**src/rtl/ysyx_22040365_ifu_pkg.sv**
```systemverilog
// Shared definitions for the instruction fetch unit: reset PC default,
// fetch FSM state encodings and PC alignment helper.
package ysyx_22040365_ifu_pkg;

  localparam logic [63:0] IFU_RESET_PC = 64'h8000_0000;

  typedef enum logic [1:0] {
    S_IDLE = 2'd0,
    S_REQ  = 2'd1,
    S_WAIT = 2'd2,
    S_HOLD = 2'd3
  } ifu_state_e;

  function automatic logic [63:0] align_pc(input logic [63:0] pc);
    return {pc[63:2], 2'b00};
  endfunction

endpackage

```
**src/rtl/ysyx_22040365_ifu.sv**
```systemverilog
// Instruction fetch unit: one outstanding 32-bit fetch, a held output register
// towards decode, and redirect handling that discards in-flight or held fetches.
//
// state  | meaning
// IDLE   | one cycle after reset, no request
// REQ    | request valid at pc, waiting for memory to accept
// WAIT   | request accepted, waiting for response (drop=1 discards it)
// HOLD   | instruction held for decode until out_ready
module ysyx_22040365_ifu
  import ysyx_22040365_ifu_pkg::*;
#(
  parameter logic [63:0] RESET_PC = IFU_RESET_PC
) (
  input  logic        clk,
  input  logic        rst_n,
  output logic        imem_req_valid,
  input  logic        imem_req_ready,
  output logic [63:0] imem_addr,
  input  logic        imem_resp_valid,
  input  logic [31:0] imem_resp_data,
  input  logic        redirect_valid,
  input  logic [63:0] redirect_pc,
  output logic        out_valid,
  input  logic        out_ready,
  output logic [31:0] out_inst,
  output logic [63:0] out_pc
);

  ifu_state_e  state, state_nxt;
  logic [63:0] pc, pc_nxt;
  logic        drop, drop_nxt;
  logic        capture;

  always_ff @(posedge clk or negedge rst_n) begin
    if (!rst_n) begin
      state    <= S_IDLE;
      pc       <= RESET_PC;
      drop     <= 1'b0;
      out_inst <= '0;
      out_pc   <= '0;
    end else begin
      state <= state_nxt;
      pc    <= pc_nxt;
      drop  <= drop_nxt;
      if (capture) begin
        out_inst <= imem_resp_data;
        out_pc   <= pc;
      end
    end
  end

  always_comb begin
    state_nxt = state;
    pc_nxt    = pc;
    drop_nxt  = drop;
    capture   = 1'b0;

    case (state)
      S_IDLE: state_nxt = S_REQ;
      S_REQ: begin
        if (imem_req_ready) state_nxt = S_WAIT;
      end
      S_WAIT: begin
        if (imem_resp_valid) begin
          if (drop) begin
            drop_nxt  = 1'b0;
            state_nxt = S_REQ;
          end else begin
            capture   = 1'b1;
            pc_nxt    = pc + 64'd4;
            state_nxt = S_HOLD;
          end
        end
      end
      S_HOLD: begin
        if (out_ready) state_nxt = S_REQ;
      end
      default: state_nxt = S_IDLE;
    endcase

    // A redirect overrides everything; an already-issued request must still
    // have its response absorbed, which is what drop tracks.
    if (redirect_valid) begin
      pc_nxt  = align_pc(redirect_pc);
      capture = 1'b0;
      case (state)
        S_REQ: begin
          if (imem_req_ready) begin
            state_nxt = S_WAIT;
            drop_nxt  = 1'b1;
          end else begin
            state_nxt = S_REQ;
          end
        end
        S_WAIT: begin
          if (imem_resp_valid) begin
            state_nxt = S_REQ;
            drop_nxt  = 1'b0;
          end else begin
            state_nxt = S_WAIT;
            drop_nxt  = 1'b1;
          end
        end
        default: state_nxt = S_REQ;
      endcase
    end
  end

  assign imem_req_valid = (state == S_REQ);
  assign out_valid      = (state == S_HOLD);
  assign imem_addr      = pc;

endmodule

```
**config.mk**
```make
export PLATFORM = sky130hd
export DESIGN_NAME = ysyx_22040365_ifu
export DESIGN_NICKNAME = d
export VERILOG_FILES = /design/src/rtl/ysyx_22040365_ifu_pkg.sv /design/src/rtl/ysyx_22040365_ifu.sv
export SDC_FILE = /design/constraint.sdc
export NUM_CORES = 1
export LEC_CHECK = 0
export CAP_MARGIN = 40
export CORE_ASPECT_RATIO = 0.75
export CORE_UTILIZATION = 43
export CTS_CLUSTER_SIZE = 12
export DETAILED_ROUTE_END_ITERATION = 7
export DONT_BUFFER_PORTS = 1
export HOLD_SLACK_MARGIN = 0.05
export PLACE_DENSITY_LB_ADDON = 0.2
export SLEW_MARGIN = 15
export SYNTH_ARGS = -nofsm -noshare
export SYNTH_HDL_FRONTEND = slang
export SYNTH_SLANG_ARGS = --single-unit
```
**constraint.sdc**
```tcl
create_clock -name clk -period 3.6 [get_ports clk]
set_clock_uncertainty 0.2 [all_clocks]
set_input_delay 0.72 -clock clk [delete_from_list [all_inputs] [get_ports clk]]
set_output_delay 0.72 -clock clk [all_outputs]
set_load 0.005 [all_outputs]
```
---- After elaboration in Yosys (flattened, before gate mapping) ----
Index checks and enable logic that the tools add are counted.
word-level totals
  bits in registers ....................... 163
operators by class
  $add $sub $neg .......................... 1
  reduce and logical (&&, ||, !) cells .... 5
  eq/ne operators ......................... 7
  multiplexer cells ....................... 23
operators with widths
  cell                     number
  $mux W64                 4
  $add A64 B3 Y64 const B  1
  $mux W2                  7
  $mux W1                  9
  $pmux W2 S4              1
  $reduce_and A3 Y1        2
  $eq A2 B2 Y1 const B     2
  $pmux W2 S2              1
  $reduce_bool A2 Y1       2
  $ne A3 B1 Y1 const B     1
  $ne A3 B2 Y1 const B     1
  $ne A3 B3 Y1 const B     1
  $eq A2 B1 Y1 const B     1
  $logic_not A2 Y1         1
  $ne A2 B2 Y1 const B     1
  $pmux W1 S2              1

---- Depth between registers and ports, before layout ----
Gate-level depths: netlist of the first run.
  word-level depth ........................ 5
  mapped depth ............................ 9
  depth with buffers taken out ............ 7

---- Worst setup path before layout of the first run ----
No wires, ideal clock.
  path type ............................... flip-flop to flip-flop
  from .................................... register state[0]
  to ...................................... register pc[52] (netlist: imem_addr[52])
  cell stages (with the launch flop) ...... 9
  setup time .............................. 82 ps
  setup slack ............................. 755 ps
  period minus slack after synthesis ...... 2845 ps
  path buffers ............................ 1
  data arrival time ....................... 2563 ps
  cells stage by stage .................... dfrtp_1 > inv_1 > ha_1 > nand4b_4 > or3_4 > or4_1 > buf_2 > or4_1 > a31oi_1
on the way
  word-level cells in the longest chain between the ends .. 3
ends and longest elaborated chain
  what                                 RTL line                 source
  from (decl)                          ysyx_22040365_ifu.sv:29  ifu_state_e state, state_nxt;
  from (signal assigned)               ysyx_22040365_ifu.sv:42  state <= state_nxt;
  $eq A2 B2 Y1                         ysyx_22040365_ifu.sv:58  case (state)
  $reduce_bool A2 Y1 (no source line)  --
  $reduce_and A3 Y1 (no source line)   --
  to (signal assigned)                 ysyx_22040365_ifu.sv:43  pc <= pc_nxt;
  to (decl)                            ysyx_22040365_ifu.sv:30  logic [63:0] pc, pc_nxt;
Every way passes these cells.
A chain may end at the register's enable or synchronous reset.

---- Worst setup path after layout of the first run ----
Ends and elaborated chain as after synthesis.

==> flow_summary.json, run 1 <==
{
  "status": "finished, violations left",
  "violations": "hold timing",
  "drive_above_1_share_pct": 20.6,
  "cts_tree": "done",
  "synthToLayoutAreaGrowth_pct": 11.3,
  "crit_type": "register to register",
  "drt_iter0_markers": 333,
  "grt-ovfl-total": 0,
  "ioPinCount": 264,
  "layout_min_cycle_time_ns": 3.14,
  "drv_slew": 0,
  "cts_buffer_depth": 2,
  "clkTransAtPathRegs_ns": 0.06,
  "cts_setup_buffers": 0,
  "core_mm2": 0.0170,
  "tightest_slew_ns": 0.676,
  "placed_area_mm2": 0.00781,
  "grt_use_total_pct": 21.5,
  "use_met3_pct": 6.59,
  "insertion_delay_ns": 0.42,
  "p_leak_nw": 3.50,
  "seqPwrFrac_pct": 51.9,
  "endpoint_kind": "register",
  "die_x_um": 155,
  "postSynthAreaPerCell_um2": 10.9,
  "worstPathArrival_ns": 3.27,
  "setup_violations": 0,
  "fin_area_mm2": 0.00841,
  "fmax_mhz": 318,
  "ant_nets": 0,
  "period_share_pct": 87.3,
  "switchingPower_mw": 1.52,
  "grt_pass1_vias": 5321,
  "timing.hold.ws_ns": -0.199,
  "r2r_cells": 7,
  "grt_use_met1_pct": 30.4,
  "synth-edff-count": 0,
  "yosys_warnings": 0,
  "multi_input_area_mm2": 0.00337,
  "grt_use_met2_pct": 31.8,
  "slew_headroom_pct": 54.5,
  "cts-resized-gates": 0,
  "gp_congestion": 0.810,
  "async_flop_share_pct": 100,
  "p_per_area_mw_per_mm2": 643,
  "ff_latch_area_mm2": 0.00398,
  "fillers": 1538,
  "p_clk_share_pct": 34.2,
  "combPwrFrac_pct": 13.9,
  "grt_max_degree": 160,
  "dieArea_mm2": 0.0181,
  "num_vias": 5420,
  "grt_busiest_layer": "met2",
  "finalSetupTns_ns": 0,
  "hp-class": "primary input to asynchronous set/reset pin",
  "ctsHtreeMaxLevel": 4,
  "cap_violations": 0,
  "syn_inst": 695,
  "totalWireLength_um": 19600,
  "drc": 0,
  "path_max_fanout": 14,
  "placementRows": 41,
  "post_drt_wl_per_cell_um": 20.8,
  "crit_path_start_kind": "register",
  "synth_ff_type": "dfrtp_1",
  "die_h_um": 117,
  "clock_sinks": 159,
  "final_hold_viol_count": 159,
  "io_buffers": 0,
  "synthDistinctLibCells": 49,
  "viasPerCell": 5.75,
  "antenna_found_initial": 1,
  "vdd_ir_drop_max_v": 0.000277,
  "grt_setup_unrepaired": "no",
  "grt_pass1_wl_um": 29800,
  "yosysSeqAreaShare_pct": 52.7,
  "synth-seq-cells": 159,
  "p_int_mw": 3.88,
  "drtPass1Iterations": 5,
  "root_buffer": "clkbuf_16",
  "start_util_pct": 44.5,
  "numCtsBuffers": 17,
  "layout.nets": 799,
  "required_ns": 3.73,
  "hpwl_um": 14000,
  "switching_share_pct": 28.2,
  "syn_area_mm2": 0.00756
}
critical path: stages, from the launching register on:
cell and delay (ns):
dfrtp_1 0.42, inv_1 0.08, ha_1 0.27, nand4b_4 0.15, or3_4 0.51, or4_1 0.71, or4_1 0.52, a31oi_1 0.20
worst paths after layout:
kind / from / endpoint / slack (ns)
worst max-delay path: state[0]$_DFFE_PN0P_ / imem_addr[52]$_DFFE_PN0P_ / 0.46
worst min-delay path: rst_n / out_pc[28]$_DFFE_PN0P_ / -0.20
worst max register to register: state[0]$_DFFE_PN0P_ / imem_addr[52]$_DFFE_PN0P_ / 0.46
worst min register to register: out_inst[3]$_DFFE_PN0P_ / out_inst[3]$_DFFE_PN0P_ / 0.34
max in group asynchronous: rst_n / imem_addr[19]$_DFFE_PN0P_ / 3.21
min in group clk: redirect_valid / imem_addr[3]$_DFFE_PN0P_ / 0.22
per-layer routing:
metal | up-vias | share of wire (%)
met4 | 0 | 0.98
met5 | - | 0
met1 | 2674 | 46
met3 | 21 | 7.7
met2 | 227 | 45
li1 | 2498 | -
flip-flops by register name (all words and copies together) (netlist names):
name / flops
imem_addr: 62
out_pc: 62
out_inst: 32
state: 2
drop: 1
area by class of cell:
type                    count  area share [%]
diodes                      1          0.0297
clock buffers              19            5.27
clock inverters            13            1.90
inverters                  16           0.714
multi-input cells         485            40.1
flip-flops and latches    159            47.3
well taps                 236            3.51
repair buffers             13            1.16
cells in the mapped netlist (all sizes together) (2+ instances only):
cell type | number | area share, %
nand2b | 4 | 0.33
xnor2 | 25 | 2.9
o31ai | 3 | 0.30
nand2 | 77 | 3.8
a211o | 3 | 0.35
o31a | 3 | 0.35
clkbuf | 31 | 1.5
inv | 16 | 0.79
o21ai | 47 | 3.1
nand3 | 31 | 2.1
a21oi | 6 | 0.40
nor2b | 4 | 0.33
a22oi | 3 | 0.30
a31oi | 11 | 0.91
and3 | 6 | 0.50
mux2 | 94 | 14
nor2 | 27 | 1.3
nand4 | 24 | 2.0
o22ai | 2 | 0.17
or3 | 5 | 0.48
nor4 | 18 | 1.5
or4 | 12 | 1.2
or2 | 2 | 0.17
xor2 | 14 | 1.6
dfrtp | 158 | 52
buf | 7 | 0.56
ha | 5 | 0.83
mux2i | 7 | 0.93
nor3 | 25 | 1.7
and4 | 5 | 0.58
nor4b | 2 | 0.23
nand4b | 5 | 0.78
kinds of logic (layout without fill, tap and decap cells):
logic type               Yosys count  after routing  share of synthesized area [%]
flip-flops                       159            159                           52.7
adder cells (fa/ha/maj)            5              5                          0.828
other                              1              5                         0.0496
AND/OR/NAND/NOR                  250            250                           17.3
multiplexers                     101            101                           14.9
XOR/XNOR                          39             39                           4.52
AO/OA/AOI/OAI                     86             86                           6.82
buffers and inverters             54             61                           2.90
cell usage in the layout, fill, tap and decap left out, drive strengths merged, types with 6 or more instances in the layout:
cell type	count
dfrtp	158
mux2	94
nand2	77
o21ai	47
nand3	31
nor2	27
xnor2	25
nor3	25
nand4	24
clkbuf	19
inv	19
nor4	18
xor2	14
buf	13
or4	12
a31oi	11
mux2i	7
a21oi	6
and3	6
metrics by stage:
stage               power (mW)  cells  setup slack, ns  util [%]  hold WS [ns]
floorplan                 3.35    698            0.755         -         0.224
global placement          3.53    909            0.568      46.0         0.230
detailed placement        3.60    909            0.461      46.0         0.229
CTS                       5.46    941            0.442      49.5        -0.222
global route              5.67    942            0.302      49.5        -0.224
finish                    5.41    942            0.456      49.5        -0.199
power by group through the flow:
stage / clock [mW] / sequential, mW / combinational, mW
2_1_floorplan: 0 / 2.68 / 0.666
3_3_place_gp: 0 / 2.82 / 0.709
3_5_place_dp: 0 / 2.84 / 0.759
4_1_cts: 1.89 / 2.81 / 0.760
5_1_grt: 1.96 / 2.88 / 0.833
6_report: 1.85 / 2.81 / 0.753
Note: power is estimated with default switching activity, not from simulation.
==> run 2, diff against run 1 <==
- HOLD_SLACK_MARGIN: 0.05 -> unset
- PLACE_DENSITY_LB_ADDON: 0.2 -> unset
==> run 2 against run 1 <==
Against the previous run: critical path type unchanged; critical path depth is the same; clock power grew 3%; total power grew 1.2%; largest cell class unchanged; critical endpoint unchanged; cell count shrank 0.21%; register-to-register slack lost 0.08 ns; the flow still finishes with violations (hold timing).
==> flow_summary.json, run 2 (synthesis results as in run 1) <==
{
  "p_per_area_mw_per_mm2": 649,
  "power_mw": 5.47,
  "drt_iter0_markers": 315,
  "status": "finished, violations left",
  "grt_max_degree": 160,
  "drc": 0,
  "grt_setup_unrepaired": "no",
  "final_cell_mix": "dfrtp_1, mux2_2, nand2_1, o21ai_0, nand3_1",
  "violations": "hold timing",
  "cts_setup_buffers": 0,
  "die_x_um": 155,
  "antenna_cells": 0,
  "grt-ovfl-total": 0,
  "cap_violations": 0,
  "endpoint_kind": "register",
  "crit_path_start_kind": "register",
  "die_h_um": 117,
  "finalSetupTns_ns": 0,
  "setup_violations": 0,
  "layout_min_cycle_time_ns": 3.23,
  "grt_use_total_pct": 21.7,
  "core_mm2": 0.0170,
  "viasPerCell": 5.89,
  "hpwl_um": 13900,
  "cts_buffer_depth": 2,
  "vdd_ir_drop_max_v": 0.000324,
  "grt_pass1_vias": 5528,
  "gp_congestion": 0.819,
  "rrSetupSlack_ns": 0.37,
  "hp-class": "primary input to asynchronous set/reset pin",
  "io_buffers": 0,
  "start_util_pct": 44.5,
  "period_share_pct": 89.7,
  "r2r_cells": 7,
  "insertion_delay_ns": 0.41,
  "synthToLayoutAreaGrowth_pct": 11.6,
  "fmax_mhz": 310,
  "path_max_fanout": 14,
  "ioPinCount": 264,
  "worstPathArrival_ns": 3.37,
  "p_leak_nw": 3.50,
  "numCtsBuffers": 17,
  "tightest_slew_ns": 0.757,
  "cts-resized-gates": 0,
  "timing.hold.ws_ns": -0.199,
  "drive_above_1_share_pct": 20.3,
  "placementRows": 41,
  "dieArea_mm2": 0.0181,
  "clock_sinks": 159,
  "crit_type": "register to register",
  "required_ns": 3.74,
  "post_drt_wl_per_cell_um": 21.0,
  "final_hold_viol_count": 159,
  "drtPass1Iterations": 5,
  "antenna_found_initial": 1,
  "slew_headroom_pct": 49.5,
  "root_buffer": "clkbuf_16",
  "drv_slew": 0,
  "ant_nets": 0,
  "ctsHtreeMaxLevel": 4,
  "final_common_cell": "dfrtp_1",
  "grt_pass1_wl_um": 29900,
  "num_vias": 5541,
  "totalWireLength_um": 19700,
  "cts_tree": "done",
  "clkTransAtPathRegs_ns": 0.06,
  "layout.nets": 798
}
==> run 2: worst max-delay path, cell delays in order, from the launching register on <==
cell and delay, ns:
dfrtp_1 0.43, inv_1 0.08, ha_1 0.28, nand4b_4 0.22, or3_4 0.54, or4_1 0.70
or4_1 0.52, a31oi_1 0.17
==> run 2: final cells by class <==
| class | count | area (um^2) |
|---|---|---|
| fill | 1519 | 8550 |
| sequential | 159 | 3980 |
| multi-input combinational | 485 | 3370 |
| clock buffer | 19 | 433 |
| tap | 236 | 295 |
| clock inverter | 13 | 188 |
| timing repair buffer | 12 | 103 |
| inverter | 16 | 60.1 |
==> run 2: path summary, 6_finish.rpt <==
check	end	start
min in group clk	imem_addr[2]$_DFFE_PN0P_	redirect_valid
setup reg to reg	imem_addr[52]$_DFFE_PN0P_	state[0]$_DFFE_PN0P_
hold / removal	out_pc[27]$_DFFE_PN0P_	rst_n
hold reg to reg	out_pc[27]$_DFFE_PN0P_	out_pc[27]$_DFFE_PN0P_
setup / recovery	imem_addr[52]$_DFFE_PN0P_	state[0]$_DFFE_PN0P_
max in group asynchronous	imem_addr[34]$_DFFE_PN0P_	rst_n
==> run 2: stage by stage <==
stage	std cells	setup slack [ns]	utilization (%)	area, um^2	hold slack, ns
6_report	940	0.371	49.7	8430	-0.199
5_1_grt	940	0.221	49.7	8430	-0.229
4_1_cts	940	0.379	49.7	8430	-0.223
3_5_place_dp	908	0.394	46.0	7810	0.228
3_3_place_gp	908	0.466	46.0	7810	0.229
2_1_floorplan	698	0.755	-	7570	0.224
==> run 2: power breakdown <==
part | internal (mW) | switching, mW
clock | 1.17 | 0.743
sequential | 2.30 | 0.502
combinational | 0.469 | 0.287
==> run 2: per-layer routing <==
| metal | GRT usage [%] | vias to the layer above | routed length, um |
|---|---|---|---|
| li1 | - | 2510 | - |
| met1 | 28.9 | 2751 | 8560 |
| met2 | 33.5 | 262 | 9170 |
| met3 | 7.11 | 16 | 1790 |
| met4 | 7.39 | 2 | 166 |
| met5 | 0 | - | 13 |
==> run 3, diff against run 2 <==
- CORE_ASPECT_RATIO: 0.75 -> 0.8
- SLEW_MARGIN: 15 -> 25
==> run 3 against run 2 <==
Against the previous run: the flow still finishes with violations (hold timing); first-iteration DRC count shrank 5.1%; register-to-register slack improved by 0.02 ns; non-clock buffer count fell by 4; wire length rose by 1.4%; clock power down 3%; critical path type unchanged; largest power group unchanged; highest routed layer is now met4.
==> flow_summary.json, run 3 (synthesis results as in run 1) <==
{
  "start_util_pct": 44.8,
  "grt_pass1_vias": 5535,
  "place_ws_ns": 0.420,
  "final_hold_viol_count": 159,
  "period_share_pct": 89.2,
  "synthToLayoutAreaGrowth_pct": 10.7,
  "numCtsBuffers": 17,
  "p_leak_nw": 3.48,
  "crit_type": "register to register",
  "ioPinCount": 264,
  "timing.hold.ws_ns": -0.202,
  "slew_headroom_pct": 47.5,
  "postLayoutSetupSlackWorst_ns": 0.387,
  "utilization_pct": 49.6,
  "placed_area_mm2": 0.00775,
  "final_common_cell": "dfrtp_1",
  "crit_family": "simple AND/OR/NAND/NOR gates",
  "fmax_mhz": 311,
  "switchingPower_mw": 1.52,
  "cts_buffer_depth": 2,
  "fillers": 1512,
  "setup_violations": 0,
  "crit_slowest_cell": "or4_1",
  "regToRegEndpoint": "imem_addr[56]$_DFFE_PN0P_",
  "endpoint_kind": "register",
  "drive_above_1_share_pct": 20.0,
  "viasPerCell": 5.95,
  "cts_tree": "done",
  "layout_min_cycle_time_ns": 3.21,
  "combPwrFrac_pct": 13.8,
  "r2r_cells": 6,
  "r2r_start": "imem_addr[2]$_DFFE_PN0P_",
  "totalWireLength_um": 20000,
  "io_buffers": 0,
  "switching_share_pct": 28.0,
  "violations": "hold timing",
  "path_max_fanout": 11,
  "status": "finished, violations left",
  "grt_max_degree": 160,
  "cp_common_cell": "or4_1",
  "ant_nets": 0,
  "power_mw": 5.42,
  "drt_iter0_markers": 299,
  "die_x_um": 150,
  "seqPwrFrac_pct": 52.1,
  "grt_pass1_wl_um": 30800,
  "crit_buf_inv": 0,
  "drtPass1Iterations": 5,
  "worstPathArrival_ns": 3.35,
  "drv_slew": 0,
  "fin_area_mm2": 0.00836,
  "gp_congestion": 0.849,
  "grt-ovfl-total": 0,
  "p_per_area_mw_per_mm2": 648,
  "p_int_mw": 3.90,
  "ff_latch_area_mm2": 0.00398,
  "clkTransAtPathRegs_ns": 0.06,
  "cap_violations": 0,
  "hp-class": "primary input to asynchronous set/reset pin",
  "die_h_um": 121,
  "multi_input_area_mm2": 0.00337,
  "antenna_found_initial": 0,
  "tightest_slew_ns": 0.780,
  "insertion_delay_ns": 0.42,
  "post_drt_wl_per_cell_um": 21.7,
  "core_mm2": 0.0169,
  "grt_setup_unrepaired": "no",
  "layout.nets": 794,
  "final_cell_mix": "dfrtp_1, mux2_2, nand2_1, o21ai_0, nand3_1",
  "placementRows": 42,
  "slowest_delay_ns": 0.77,
  "root_buffer": "clkbuf_16",
  "hpwl_um": 14200,
  "post-place-cells": 888,
  "vdd_ir_drop_max_v": 0.000293,
  "crit_chain": "ha_1 > nand4_1 > or4_1 > or4_1 > or3_1 > a31oi_1",
  "num_vias": 5470,
  "antenna_cells": 0,
  "ctsHtreeMaxLevel": 4,
  "fin_cells": 920,
  "crit_path_start_kind": "register",
  "rrSetupSlack_ns": 0.39,
  "clock_sinks": 159,
  "dieArea_mm2": 0.0181,
  "grt_use_total_pct": 22.4,
  "finalSetupTns_ns": 0,
  "p_clk_share_pct": 34.1,
  "required_ns": 3.74,
  "drc": 0
}
[run 3: worst max-delay path by stage]
stage / startpoint / to / slack [ns] / depth (start not counted)
final: imem_addr[2]$_DFFE_PN0P_ / imem_addr[56]$_DFFE_PN0P_ / 0.39 / 6
after global routing: imem_addr[2]$_DFFE_PN0P_ / imem_addr[56]$_DFFE_PN0P_ / 0.22 / 6
after CTS: imem_addr[2]$_DFFE_PN0P_ / imem_addr[56]$_DFFE_PN0P_ / 0.41 / 6
after detailed placement: imem_addr[2]$_DFFE_PN0P_ / imem_addr[56]$_DFFE_PN0P_ / 0.42 / 6
after global placement: imem_addr[2]$_DFFE_PN0P_ / imem_addr[56]$_DFFE_PN0P_ / 0.50 / 6
after floorplan: state[0]$_DFFE_PN0P_ / imem_addr[52]$_DFFE_PN0P_ / 0.76 / 8
[run 3: cell type report]
type / count / area share, %
sequential: 159 / 47.6
multi-input combinational: 485 / 40.3
clock buffer: 24 / 6.12
tap: 220 / 3.29
clock inverter: 8 / 1.23
timing repair buffer: 8 / 0.718
inverter: 16 / 0.718
[run 3: worst reg2reg max path: cells and delay by family, from the launching register on]
kind | cells | cell delay [ns]
adder cells (fa/ha/maj) | 1 | 0.27
AO/OA/AOI/OAI | 1 | 0.17
flip-flops | 1 | 0.54
AND/OR/NAND/NOR | 4 | 1.96
[run 3: repair_timing]
item	CTS	global route
endpoints found under the setup margin	0	0
gates resized for setup	0	0
endpoints found under the hold margin	159	159
setup buffers	0	0
[run 3: layer usage]
layer  GRT usage, %  vias up  share of wire (%)  wire length [um]
li1               -     2489                  -                 -
met1           29.2     2772                 42              8470
met2           35.9      197                 49              9760
met3           7.13       12                8.0              1590
met4           5.81        0               0.78               155
met5              0        -                  0                 0
[run 3: power by group through the flow]
stage	combinational [mW]	sequential [mW]	clock, mW
after global placement	0.702	2.84	0
after detailed placement	0.756	2.86	0
after CTS	0.756	2.84	1.89
after floorplan	0.666	2.68	0
final	0.748	2.82	1.85
after global routing	0.824	2.90	1.95
